<file path="src/rtl/calc_pkg.sv">
// Shared definitions for the calculator datapath: key codes, sequencer states
// and the default operand width.
package calc_pkg;

  localparam int DEFAULT_WIDTH = 16;

  localparam logic [3:0] EQUAL = 4'd10;
  localparam logic [3:0] AC    = 4'd11;
  localparam logic [3:0] PLUS  = 4'd12;
  localparam logic [3:0] MINUS = 4'd13;
  localparam logic [3:0] MULT  = 4'd14;
  localparam logic [3:0] DIV   = 4'd15;

  typedef enum logic [1:0] {
    ST_IDLE,
    ST_ADDSUB,
    ST_MUL,
    ST_DIV
  } seq_state_t;

endpackage

</file>
<file path="src/rtl/iter_muldiv.sv">
// Iterative datapath shared by shift-add multiply and restoring divide.
// The parent owns the iteration count; *_next expose this step's outcome.
module iter_muldiv
  import calc_pkg::*;
#(
  parameter int WIDTH = DEFAULT_WIDTH
) (
  input  logic             clk,
  input  logic             reset,
  input  logic             load,
  input  logic             step,
  input  logic             mode_div,
  input  logic [WIDTH-1:0] a,
  input  logic [WIDTH-1:0] b,
  output logic [WIDTH-1:0] res_next,
  output logic [WIDTH-1:0] aux_next
);

  logic [2*WIDTH-1:0] acc;
  logic [2*WIDTH-1:0] mcand;
  logic [2*WIDTH-1:0] acc_mul;
  logic [WIDTH-1:0]   mq;
  logic [WIDTH-1:0]   rem_n;
  logic [WIDTH-1:0]   quo_n;
  logic [WIDTH:0]     shifted;
  logic               fits;
  logic               div_mode;

  // Divide keeps the partial remainder in acc's low half, the divisor in
  // mcand's low half and shifts the dividend out of mq as quotient bits enter.
  always_comb begin
    acc_mul = acc + (mq[0] ? mcand : '0);
    shifted = {acc[WIDTH-1:0], mq[WIDTH-1]};
    fits    = shifted >= {1'b0, mcand[WIDTH-1:0]};
    rem_n   = fits ? (shifted[WIDTH-1:0] - mcand[WIDTH-1:0]) : shifted[WIDTH-1:0];
    quo_n   = {mq[WIDTH-2:0], fits};
    if (div_mode) begin
      res_next = quo_n;
      aux_next = rem_n;
    end else begin
      res_next = acc_mul[WIDTH-1:0];
      aux_next = acc_mul[2*WIDTH-1:WIDTH];
    end
  end

  always_ff @(posedge clk or posedge reset) begin
    if (reset) begin
      acc      <= '0;
      mcand    <= '0;
      mq       <= '0;
      div_mode <= 1'b0;
    end else if (load) begin
      div_mode <= mode_div;
      acc      <= '0;
      mcand    <= mode_div ? {{WIDTH{1'b0}}, b} : {{WIDTH{1'b0}}, a};
      mq       <= mode_div ? a : b;
    end else if (step) begin
      if (div_mode) begin
        acc <= {{WIDTH{1'b0}}, rem_n};
        mq  <= quo_n;
      end else begin
        acc   <= acc_mul;
        mcand <= mcand << 1;
        mq    <= mq >> 1;
      end
    end
  end

endmodule

</file>
<file path="src/rtl/alu_op_sequencer.sv">
// Calculator arithmetic sequencer: single-cycle add/sub, iterative multiply
// and divide, with a busy/done handshake and abort from the AC key.
module alu_op_sequencer
  import calc_pkg::*;
#(
  parameter int WIDTH = DEFAULT_WIDTH,
  parameter int CNT_W = 5
) (
  input  logic             clk,
  input  logic             reset,
  input  logic             execute,
  input  logic [WIDTH-1:0] operand_a,
  input  logic [WIDTH-1:0] operand_b,
  input  logic [3:0]       op_code,
  input  logic             abort,
  output logic [WIDTH-1:0] result,
  output logic [WIDTH-1:0] remainder,
  output logic             busy,
  output logic             done,
  output logic             flag_ovf,
  output logic             flag_neg,
  output logic             flag_div0,
  output logic             flag_inv
);

  seq_state_t       state, state_next;
  logic             execute_q;
  logic             start;
  logic [CNT_W-1:0] cnt;
  logic             last_iter;
  logic [WIDTH-1:0] a_q, b_q;
  logic [3:0]       op_q;
  logic             inv_q, div0_q;
  logic             capture, step, finish, cancel;
  logic [WIDTH-1:0] fin_result, fin_rem;
  logic             fin_ovf, fin_neg, fin_div0, fin_inv;
  logic [WIDTH:0]   sum;
  logic [WIDTH-1:0] diff;
  logic [WIDTH-1:0] md_res, md_aux;

  assign start     = execute & ~execute_q;
  assign sum       = {1'b0, a_q} + {1'b0, b_q};
  assign diff      = a_q - b_q;
  assign last_iter = (cnt == CNT_W'(WIDTH - 1));

  iter_muldiv #(.WIDTH(WIDTH)) u_muldiv (
    .clk      (clk),
    .reset    (reset),
    .load     (capture),
    .step     (step),
    .mode_div (op_code == DIV),
    .a        (operand_a),
    .b        (operand_b),
    .res_next (md_res),
    .aux_next (md_aux)
  );

  always_ff @(posedge clk or posedge reset) begin
    if (reset) state <= ST_IDLE;
    else       state <= state_next;
  end

  // Invalid codes and divide-by-zero finish through the single-cycle path.
  always_comb begin
    state_next = state;
    capture    = 1'b0;
    step       = 1'b0;
    finish     = 1'b0;
    cancel     = 1'b0;
    fin_result = '0;
    fin_rem    = '0;
    fin_ovf    = 1'b0;
    fin_neg    = 1'b0;
    fin_div0   = 1'b0;
    fin_inv    = 1'b0;
    case (state)
      ST_IDLE: begin
        if (start && !abort) begin
          capture = 1'b1;
          if (op_code == MULT)                          state_next = ST_MUL;
          else if (op_code == DIV && operand_b != '0)   state_next = ST_DIV;
          else                                          state_next = ST_ADDSUB;
        end
      end
      ST_ADDSUB: begin
        state_next = ST_IDLE;
        if (abort) begin
          cancel = 1'b1;
        end else begin
          finish = 1'b1;
          if (inv_q) begin
            fin_inv = 1'b1;
          end else if (div0_q) begin
            fin_result = '1;
            fin_div0   = 1'b1;
          end else if (op_q == PLUS) begin
            fin_result = sum[WIDTH-1:0];
            fin_ovf    = sum[WIDTH];
          end else begin
            fin_result = diff;
            fin_neg    = b_q > a_q;
          end
        end
      end
      ST_MUL, ST_DIV: begin
        if (abort) begin
          cancel     = 1'b1;
          state_next = ST_IDLE;
        end else begin
          step       = 1'b1;
          fin_result = md_res;
          if (state == ST_MUL) fin_ovf = |md_aux;
          else                 fin_rem = md_aux;
          if (last_iter) begin
            finish     = 1'b1;
            state_next = ST_IDLE;
          end
        end
      end
      default: state_next = ST_IDLE;
    endcase
  end

  always_ff @(posedge clk or posedge reset) begin
    if (reset) begin
      execute_q <= 1'b0;
      cnt       <= '0;
      a_q       <= '0;
      b_q       <= '0;
      op_q      <= '0;
      inv_q     <= 1'b0;
      div0_q    <= 1'b0;
      result    <= '0;
      remainder <= '0;
      busy      <= 1'b0;
      done      <= 1'b0;
      flag_ovf  <= 1'b0;
      flag_neg  <= 1'b0;
      flag_div0 <= 1'b0;
      flag_inv  <= 1'b0;
    end else begin
      execute_q <= execute;
      done      <= 1'b0;
      if (capture) begin
        a_q       <= operand_a;
        b_q       <= operand_b;
        op_q      <= op_code;
        inv_q     <= op_code < PLUS;
        div0_q    <= (op_code == DIV) && (operand_b == '0);
        cnt       <= '0;
        busy      <= 1'b1;
        flag_ovf  <= 1'b0;
        flag_neg  <= 1'b0;
        flag_div0 <= 1'b0;
        flag_inv  <= 1'b0;
      end
      if (step)   cnt  <= cnt + CNT_W'(1);
      if (cancel) busy <= 1'b0;
      if (finish) begin
        busy      <= 1'b0;
        done      <= 1'b1;
        result    <= fin_result;
        remainder <= fin_rem;
        flag_ovf  <= fin_ovf;
        flag_neg  <= fin_neg;
        flag_div0 <= fin_div0;
        flag_inv  <= fin_inv;
      end
    end
  end

endmodule

</file>
<file path="config.mk">
export PLATFORM = sky130hd
export DESIGN_NAME = alu_op_sequencer
export DESIGN_NICKNAME = d
export VERILOG_FILES = /design/src/rtl/calc_pkg.sv /design/src/rtl/iter_muldiv.sv /design/src/rtl/alu_op_sequencer.sv
export SDC_FILE = /design/constraint.sdc
export NUM_CORES = 1
export LEC_CHECK = 0
export ABC_CLOCK_PERIOD_IN_PS = 7300
export BUFFER_PORTS_ARGS = -buffer_cell sky130_fd_sc_hd__buf_4
export CORE_AREA = 2 2 159 161
export DETAILED_ROUTE_END_ITERATION = 7
export DIE_AREA = 0 0 161 163
export GPL_TIMING_DRIVEN = 0
export PLACE_DENSITY = 0.71
export SKIP_CTS_REPAIR_TIMING = 1
export SLEW_MARGIN = 5
export SYNTH_ARGS = -nofsm -noshare
export SYNTH_HDL_FRONTEND = slang
export SYNTH_SLANG_ARGS = --single-unit
</file>
<file path="constraint.sdc">
create_clock -name clk -period 7.3 [get_ports clk]
set_input_delay 1.46 -clock clk [delete_from_list [all_inputs] [get_ports clk]]
set_output_delay 1.46 -clock clk [all_outputs]
set_load 0.02 [all_outputs]
</file>
==> results of run 1 <==
==> path summary, 6_finish.rpt <==
check                          startpoint                to  slack, ns  cells after the start
min                          remainder[7]      remainder[7]       0.48                      1
max                        u_muldiv.mq[0]          flag_ovf       2.15                     16
min reg2reg                  remainder[7]      remainder[7]       0.48                      1
max in group asynchronous           reset  u_muldiv.acc[29]       5.33                      3
min in group asynchronous           reset            b_q[2]       0.99                      2
max reg2reg                u_muldiv.mq[0]          flag_ovf       2.15                     16
==> cell type report <==
class / instances / area, sq um
inverters: 68 / 263
fillers: 2342 / 11000
repair buffers: 78 / 606
plain buffers: 84 / 323
multi-input cells: 1167 / 7310
clock buffers: 17 / 425
clock inverters: 14 / 194
flip-flops and latches: 165 / 4130
well taps: 330 / 413
==> critical path: stages (launching register included) <==
cell and delay (ns):
dfrtp_1 0.62, clkbuf_1 0.43, and2_1 0.20, ha_1 0.19, inv_1 0.07, fa_1 0.37, nor2b_1 0.21, o31a_1 0.27
o311ai_2 0.19, a2111oi_2 0.44, o31ai_1 0.16, mux2_1 0.32, a211o_1 0.32, nand4bb_1 0.20, or4_1 0.55, o41ai_1 0.36
nand3_1 0.11
==> through the flow <==
step	instances	setup WS [ns]	util (%)	setup TNS [ns]
finish	1923	2.15	55.4	0
global route	1923	1.96	55.4	0
CTS	1923	2.25	55.4	0
detailed placement	1892	2.29	52.8	0
global placement	1891	-0.719	52.7	-115.50
floorplan	1484	1.38	-	0
==> cells in the final DEF, fill, tap and decap left out, types with 11 or more instances in the layout <==
master / instances
mux2i_1: 33
nand2b_1: 17
nand4_1: 15
and3_1: 29
a22o_1: 26
o21a_1: 15
nand2_1: 263
clkbuf_1: 70
inv_1: 65
nor2_1: 89
nand3_1: 52
nor2b_1: 11
a21o_1: 20
clkbuf_16: 17
xor2_1: 18
dfrtp_1: 165
a31oi_1: 34
o211ai_1: 11
a21oi_1: 107
xnor2_1: 36
a211oi_1: 19
o21ai_0: 97
nor3_1: 28
ha_1: 81
and2_1: 35
buf_4: 78
o221ai_1: 15
==> where the power goes <==
part | internal (mW) | total, mW | switching (mW)
Combinational | 0.910 | 2.27 | 1.36
Clock | 0.550 | 0.999 | 0.449
Sequential | 1.15 | 1.39 | 0.242
Total | 2.61 | 4.66 | 2.05
==> kinds of logic (layout without fill, tap and decap cells) <==
family | Yosys count | after routing | share of synthesized area (%)
flip-flops | 165 | 165 | 34.4
AO/OA/AOI/OAI | 419 | 419 | 22.7
XOR/XNOR | 54 | 54 | 3.94
buffers and inverters | 152 | 261 | 4.81
adder cells (fa/ha/maj) | 85 | 85 | 9.10
multiplexers | 37 | 37 | 3.12
AND/OR/NAND/NOR | 572 | 572 | 22.0
==> metal layers <==
metal / track usage (%) / part of all wire (%) / wire (um)
met1: 39.7 / 40 / 17000
met2: 55.4 / 47 / 20000
met3: 4.74 / 6.4 / 2700
met4: 18.1 / 5.9 / 2490
met5: 0 / 0 / 0
==> state kept, by name, summed over array words and instances (netlist names), 2 cells and up <==
name	cells
cnt	5
op_q	4
state	2
u_muldiv.mq	16
result	16
u_muldiv.acc	32
a_q	16
remainder	16
b_q	16
u_muldiv.mcand	32
==> flow_summary.yaml, run 1 <==
clock_network:
  clock_sinks: 165
  cts_tree: "yes"
  cts_max_path_buffers: 2
  cts-root-buf: "clkbuf_16"
  clk_pin_slew_ns: 0.07
  clkLatencyLatePin_ns: 0.45
  htreeDepth: 4
  cts_buffers: 17
worst_hold_path:
  worst_hold_path_type: "register to register"
power_and_ir_drop:
  ir_drop_mv: 0.197
  p_leak_nw: 6.49
  p_per_area_nw_per_um2: 341
  p_total_mw: 4.66
finish:
  layout.nets: 1706
  final_cell_area_sq_um: 13700
  antenna_cells: 0
  drive_gt1_share_pct: 8.22
  areaGrowthSynthToFinish_pct: 13.7
routing:
  post_drt_via_cell_ratio: 6.15
  drt-initial-drc-count: 1157
  drcViolationCount: 0
  vias: 11800
  routedWlPerCell_um: 22.0
  antenna_left: 0
  drt-total-wl_mm: 42.3
  dr.pass1.iters: 8
worst_setup_path:
  cp_max_fo: 10
  startpoint_type: "register"
  cp.arrival_ns: 5.47
  critical_path_required_ns: 7.62
  crit_path_end_kind: "register"
  setup.worst_path.class: "register to register"
synth:
  synth_area_leaders: "dfrtp_1, ha_1, nand2_1"
  seq_area_frac_synth_pct: 34.4
  avgSynthCellArea_sq_um: 8.09
  synth_flop_cell: "dfrtp_1"
  synth-edff-count: 0
  synth_top_area_share_pct: 34.4
  yosysMostFrequentCell: "nand2_1"
  ys_ff_latch: 165
  syn_area_sq_um: 12000
  netlist_top_cells_count: "nand2_1, dfrtp_1, a21oi_1"
  ys_async_sr_fraction_pct: 100
  synth_nets: 1609
  netlist.top_cell.by_area: "dfrtp_1"
  ys_warn_count: 0
  ys_types: 72
  synth_cells: 1484
floorplanning:
  start_util_pct: 48.7
  die_y_um: 163
  num_rows: 58
  dieArea_sq_um: 26200
  boundaryPins: 78
  dieWidth_um: 161
  core_area_sq_um: 24700
timing:
  clock_skew_ns: 0.0112
  worst_slew_pin_slew_ns: 1.33
  rsz0062_at_grt: "false"
  holdWs_ns: 0.480
  slew_violations: 0
  hold_violations: 0
  fin_crit_sh_pct: 70.5
  setup_viol: 0
  slew_headroom_pct: 9.90
  layout_min_cycle_time_ns: 5.15
  max_freq_ghz: 0.194
place:
  placed_cell_area_sq_um: 13000
  hpwl_mm: 32.5
  place.gp.congestion: 0.976
  io_buffers: 77
global_routing:
  grt_pass1_vias: 11600
  grt_usage_pct: 32.5
  grt_pass1_wl_mm: 65.1
  grt_max_degree: 121
  grt_antenna_before_repair: 0
  overflow: 0
status:
  status: "complete, no violations"
flow_run:
  max_cap_viol_count: 0
(Power assumes the default switching activity.)
==> inputs of run 2 (changes only) <==
- ABC_AREA: not set -> 1
- ABC_CLOCK_PERIOD_IN_PS: 7300 -> 4600
- CORE_AREA: 2 2 159 161 -> 2 2 164 166
- DIE_AREA: 0 0 161 163 -> 0 0 166 168
- PLACE_DENSITY: 0.71 -> 0.74
- clock period: 7.3 -> 4.6 ns (I/O delays scaled with it)
==> flow_summary.yaml, run 2 <==
timing:
  setup_tns_ns: 0
  holdWs_ns: 0.485
  slew_violations: 0
  clock_skew_ns: 0.0180
  max_freq_ghz: 0.243
  layout_min_cycle_time_ns: 4.12
  fin_ws_ns: 0.480
  rsz0062_at_grt: "false"
  fin_crit_sh_pct: 89.6
  setup_viol: 0
  slew_headroom_pct: 47.5
  worst_slew_pin_slew_ns: 0.779
  hold_violations: 0
clock_network:
  cts_buffers: 17
  cts_tree: "yes"
  clk_pin_slew_ns: 0.09
  htreeDepth: 4
  clkLatencyLatePin_ns: 0.45
  cts_max_path_buffers: 2
  clock_sinks: 165
  cts-root-buf: "clkbuf_16"
worst_setup_path:
  critPathMaxStageDelay_ns: 0.50
  critical_path_depth: 25
  setup.worst_path.class: "register to register"
  r2r_setup_slack_ns: 0.48
  crit_family: "simple AND/OR/NAND/NOR gates"
  crit_slowest_cell: "clkbuf_1"
  cp_max_fo: 10
  r2r_start: "u_muldiv.mq[0]"
  rr_worst_depth: 25
  cp.arrival_ns: 4.47
  cp_common_cell: "nand2_1"
  crit_path_end_kind: "register"
  crit_buf_inv: 5
  startpoint_type: "register"
  timing.rr.end: "flag_ovf"
  critical_path_required_ns: 4.95
synth:
  synth_top_area_share_pct: 31.9
  synth_area_leaders: "dfrtp_1, nand2_1, inv_1"
  ys_ff_latch: 165
  ys_warn_count: 0
  ys_types: 48
  yosysMostFrequentCell: "nand2_1"
  seq_area_frac_synth_pct: 31.9
  avgSynthCellArea_sq_um: 6.46
  ys_async_sr_fraction_pct: 100
  synth_nets: 2127
  netlist.top_cell.by_area: "dfrtp_1"
  syn_area_sq_um: 12900
  synth_cells: 2002
  netlist_top_cells_count: "nand2_1, inv_1, o21ai_0"
  synth-edff-count: 0
  synth_flop_cell: "dfrtp_1"
global_routing:
  grt_pass1_vias: 12900
  grt_max_degree: 39
  grt_antenna_before_repair: 0
  overflow: 0
  grt_pass1_wl_mm: 70.4
  grt_usage_pct: 32.4
finish:
  top_regs: "u_muldiv.acc: 32 flops, u_muldiv.mcand: 32 flops"
  drive_gt1_share_pct: 7.28
  layout.nets: 2227
  antenna_cells: 0
  multi_input_area_sq_um: 7170
  areaGrowthSynthToFinish_pct: 13.3
  fill_cells: 2631
  seq_area_sq_um: 4130
  final_cell_mix: "nand2_1, inv_1, o21ai_0, dfrtp_1, nor2_1"
  layout_commonest_cell: "nand2_1"
power_and_ir_drop:
  share_seq_of_total_power_pct: 25.1
  combPwrFrac_pct: 58.2
  p_leak_nw: 8.16
  intPower_mw: 4.44
  p_sw_share_pct: 51.9
  ir_drop_mv: 0.436
  clkPwrFrac_pct: 16.8
  p_switching_mw: 4.79
  p_per_area_nw_per_um2: 629
routing:
  post_drt_via_cell_ratio: 5.50
  drcViolationCount: 0
  drt-initial-drc-count: 1247
  drt-total-wl_mm: 44.7
  dr.pass1.iters: 6
  antenna_left: 0
  vias: 13500
  routedWlPerCell_um: 18.2
floorplanning:
  dieWidth_um: 166
  dieArea_sq_um: 27900
  core_area_sq_um: 26400
  boundaryPins: 78
  num_rows: 60
  start_util_pct: 49.1
  die_y_um: 168
flow_run:
  max_cap_viol_count: 0
place:
  hpwl_mm: 36.4
  io_buffers: 77
  pre_cts_ws_ns: 0.627
  place.gp.congestion: 1.01
worst_hold_path:
  worst_hold_path_type: "register to register"
  worstHoldStart: "op_q[1]"
  holdPathEnd: "op_q[1]"
  hold_depth: 2
status:
  status: "complete, no violations"
-- run 2: cell types whose count changed after synthesis, sizes merged, moves of 25 or more --
cell	delta
mux2i	-32
o21ai	+87
and2	-34
nand3	+59
a22o	-25
inv	+298
nor2	+44
and3	-29
nand2	+375
-- run 2: how the worst max path moves through the flow --
stage                              start       end  slack (ns)
after floorplan                    reset    a_q[0]        1.58
after global placement             reset   op_q[3]        0.41
after detailed placement  u_muldiv.mq[0]  flag_ovf        0.63
after CTS                 u_muldiv.mq[0]  flag_ovf        0.63
after global routing      u_muldiv.mq[0]  flag_ovf        0.26
final                     u_muldiv.mq[0]  flag_ovf        0.48
-- run 2: kinds of logic (layout without fill, tap and decap cells) --
family,after synthesis,in the layout,synth area share [%]
AOI/OAI and AO/OA,363,363,15.5
xor gates and xnor gates,32,32,2.17
adders and majority gates,85,85,8.45
buffers and inverters,432,545,12.7
DFF,165,165,31.9
muxes,1,1,0.0774
and+or+nand+nor,924,924,29.3
-- run 2: layout make-up --
class | count | share of cell area, %
plain buffers | 65 | 1.79
clock buffers | 17 | 2.90
well taps | 341 | 2.91
repair buffers | 81 | 4.49
flip-flops and latches | 165 | 28.2
inverters | 367 | 9.42
multi-input cells | 1405 | 48.9
clock inverters | 15 | 1.44
-- run 2: layer usage --
| metal | wire length, um | part of all wire [%] | global-route usage, % |
|---|---|---|---|
| met1 | 18500 | 41 | 41.0 |
| met3 | 2920 | 6.5 | 4.40 |
| met5 | 0 | 0 | 0 |
| met2 | 20400 | 46 | 53.6 |
| met4 | 2810 | 6.3 | 18.6 |
-- run 2: metrics by stage --
step | total power [mW] | std cells | utilization [%] | instance area, sq um
after global placement | 7.52 | 2420 | 52.9 | 13900
final | 9.22 | 2456 | 55.7 | 14700
after CTS | 9.16 | 2456 | 55.7 | 14700
after floorplan | 5.92 | 2002 | - | 12900
after global routing | 9.97 | 2456 | 55.7 | 14700
after detailed placement | 7.60 | 2424 | 53.2 | 14000
-- run 2: power groups by stage --
stage | Clock [mW] | Combinational (mW) | Sequential, mW
floorplan | 0 | 3.64 | 2.28
global placement | 0 | 5.22 | 2.30
detailed placement | 0 | 5.27 | 2.32
CTS | 1.56 | 5.30 | 2.30
global route | 1.62 | 5.99 | 2.36
finish | 1.55 | 5.37 | 2.31
-- run 2: tightest hold or removal path, cell delays in order, from the launching register on --
cell     delay, ns
dfrtp_1       0.35
nand2_1       0.05
nand2_1       0.05
==> inputs of run 3 (changes only) <==
- ABC_CLOCK_PERIOD_IN_PS: 4600 -> 3900
- CORE_AREA: 2 2 164 166 -> 2 2 173 158
- DIE_AREA: 0 0 166 168 -> 0 0 175 160
- PLACE_DENSITY: 0.74 -> 0.71
- clock period: 4.6 -> 3.9 ns (I/O delays scaled with it)
==> flow_summary.yaml, run 3 (same netlist as run 2, synthesis figures left out) <==
timing:
  setup_viol: 0
  layout_min_cycle_time_ns: 3.54
  slew_violations: 0
  setup_tns_ns: 0
  worst_slew_pin_slew_ns: 0.845
  slew_headroom_pct: 43.7
  max_freq_ghz: 0.283
  hold_violations: 0
  fin_ws_ns: 0.364
  holdWs_ns: 0.349
  clock_skew_ns: 0.0128
  fin_crit_sh_pct: 90.7
  rsz0062_at_grt: "false"
power_and_ir_drop:
  p_leak_nw: 8.14
  ir_drop_mv: 0.535
  p_total_mw: 10.9
  p_per_area_nw_per_um2: 746
finish:
  final_cell_area_sq_um: 14600
  fin_util_pct: 55.3
  antenna_cells: 0
  top_regs: "u_muldiv.acc: 32 flops, u_muldiv.mcand: 32 flops"
  layout_commonest_cell: "nand2_1"
  final_cell_mix: "nand2_1, inv_1, o21ai_0, dfrtp_1, nor2_1"
  fill_cells: 2673
  drive_gt1_share_pct: 7.24
  areaGrowthSynthToFinish_pct: 13.1
  layout.nets: 2227
  finalNonFillerCells: 2468
floorplanning:
  boundaryPins: 78
  start_util_pct: 48.9
  core_area_sq_um: 26500
  dieWidth_um: 175
  num_rows: 57
  dieArea_sq_um: 28000
  die_y_um: 160
worst_setup_path:
  crit_slowest_cell: "dfrtp_2"
  crit_buf_inv: 4
  cp_common_cell: "nand2_1"
  setup.worst_path.class: "register to register"
  rr_worst_depth: 24
  cp_max_fo: 10
  critical_path_depth: 24
  startpoint_type: "register"
  crit_family: "simple AND/OR/NAND/NOR gates"
  critPathMaxStageDelay_ns: 0.50
  crit_path_end_kind: "register"
  cp.arrival_ns: 3.88
  crit_chain: "clkbuf_2, nand2_1, inv_1, ha_1, inv_1, fa_1, inv_1, nand3_1, nand3_1, nand3_1, nand3_1, nand2_1, nand2_1, nand2_1, nand3_1, nand2_1, nor2_1, nand2_1, nor2_1, nand2_1, nand2_1, nand2_1, nand2_1, nand2_1"
  critical_path_required_ns: 4.24
routing:
  drcViolationCount: 0
  routedWlPerCell_um: 19.0
  antenna_left: 0
  dr.pass1.iters: 6
  drt-initial-drc-count: 1624
  drt-total-wl_mm: 46.9
  post_drt_via_cell_ratio: 5.50
  vias: 13600
global_routing:
  grt_pass1_vias: 12400
  grt_pass1_wl_mm: 71.8
  grt_usage_pct: 34.0
  grt_antenna_before_repair: 0
  overflow: 0
  grt_max_degree: 37
flow_run:
  max_cap_viol_count: 0
clock_network:
  clkLatencyLatePin_ns: 0.45
  htreeDepth: 4
  clock_sinks: 165
  cts_buffers: 17
  cts_tree: "yes"
  cts_max_path_buffers: 2
  cts-root-buf: "clkbuf_16"
  clk_pin_slew_ns: 0.07
place:
  dp_cells: 2438
  placed_cell_area_sq_um: 14100
  hpwl_mm: 38.3
  pre_cts_ws_ns: 0.0915
  io_buffers: 77
  place.gp.congestion: 0.978
status:
  status: "complete, no violations"
worst_hold_path:
  worst_hold_path_type: "primary input to async pin"
run 3: cell types whose count changed in the layout (fill, tap and decap cells not counted), moves of 2 or more:
cell / previous run / this run
clkinv_8: 5 / 0
inv_12: 5 / 0
bufinv_16: 0 / 2
clkbuf_2: 0 / 2
clkinv_4: 0 / 2
clkinvlp_4: 1 / 3
run 3: final cells by class:
cell class	instances	area (sq um)	share of cell area (%)
multi-input cells	1405	7170	49.0
flip-flops and latches	165	4130	28.2
inverters	367	1380	9.44
repair buffers	82	678	4.63
clock buffers	22	454	3.10
well taps	354	443	3.03
plain buffers	64	262	1.79
clock inverters	9	121	0.829
run 3: where the power goes:
part	switching (mW)	total (mW)	internal, mW
clock network	0.768	1.74	0.968
logic	4.27	6.36	2.09
registers	0.579	2.83	2.25
total	5.61	10.9	5.31
run 3: worst reg2reg max path: stages, from the launching register on:
cell,delay [ns]
dfrtp_2,0.50
clkbuf_2,0.25
nand2_1,0.08
inv_1,0.06
ha_1,0.20
inv_1,0.07
fa_1,0.41
inv_1,0.15
nand3_1,0.08
nand3_1,0.18
nand3_1,0.10
nand3_1,0.23
nand2_1,0.12
nand2_1,0.08
nand2_1,0.05
nand3_1,0.11
nand2_1,0.14
nor2_1,0.12
nand2_1,0.06
nor2_1,0.12
nand2_1,0.08
nand2_1,0.06
nand2_1,0.05
nand2_1,0.06
nand2_1,0.04
run 3: layer usage:
| layer | GRT usage, % | part of all wire, % | wire, um |
|---|---|---|---|
| met5 | 0 | 0 | 0 |
| met4 | 8.37 | 2.1 | 973 |
| met3 | 8.69 | 11 | 5210 |
| met2 | 47.1 | 40 | 18700 |
| met1 | 52.3 | 47 | 22100 |
run 3: worst paths after layout:
| kind | from | endpoint | slack, ns |
|---|---|---|---|
| max in group asynchronous | reset | remainder[2] | 2.09 |
| min in group clk | execute | execute_q | 0.45 |
| worst max-delay path | u_muldiv.mq[0] | flag_ovf | 0.36 |
| worst min-delay path | reset | a_q[7] | 0.35 |
| worst min register to register | op_q[1] | op_q[1] | 0.47 |
| worst max register to register | u_muldiv.mq[0] | flag_ovf | 0.36 |
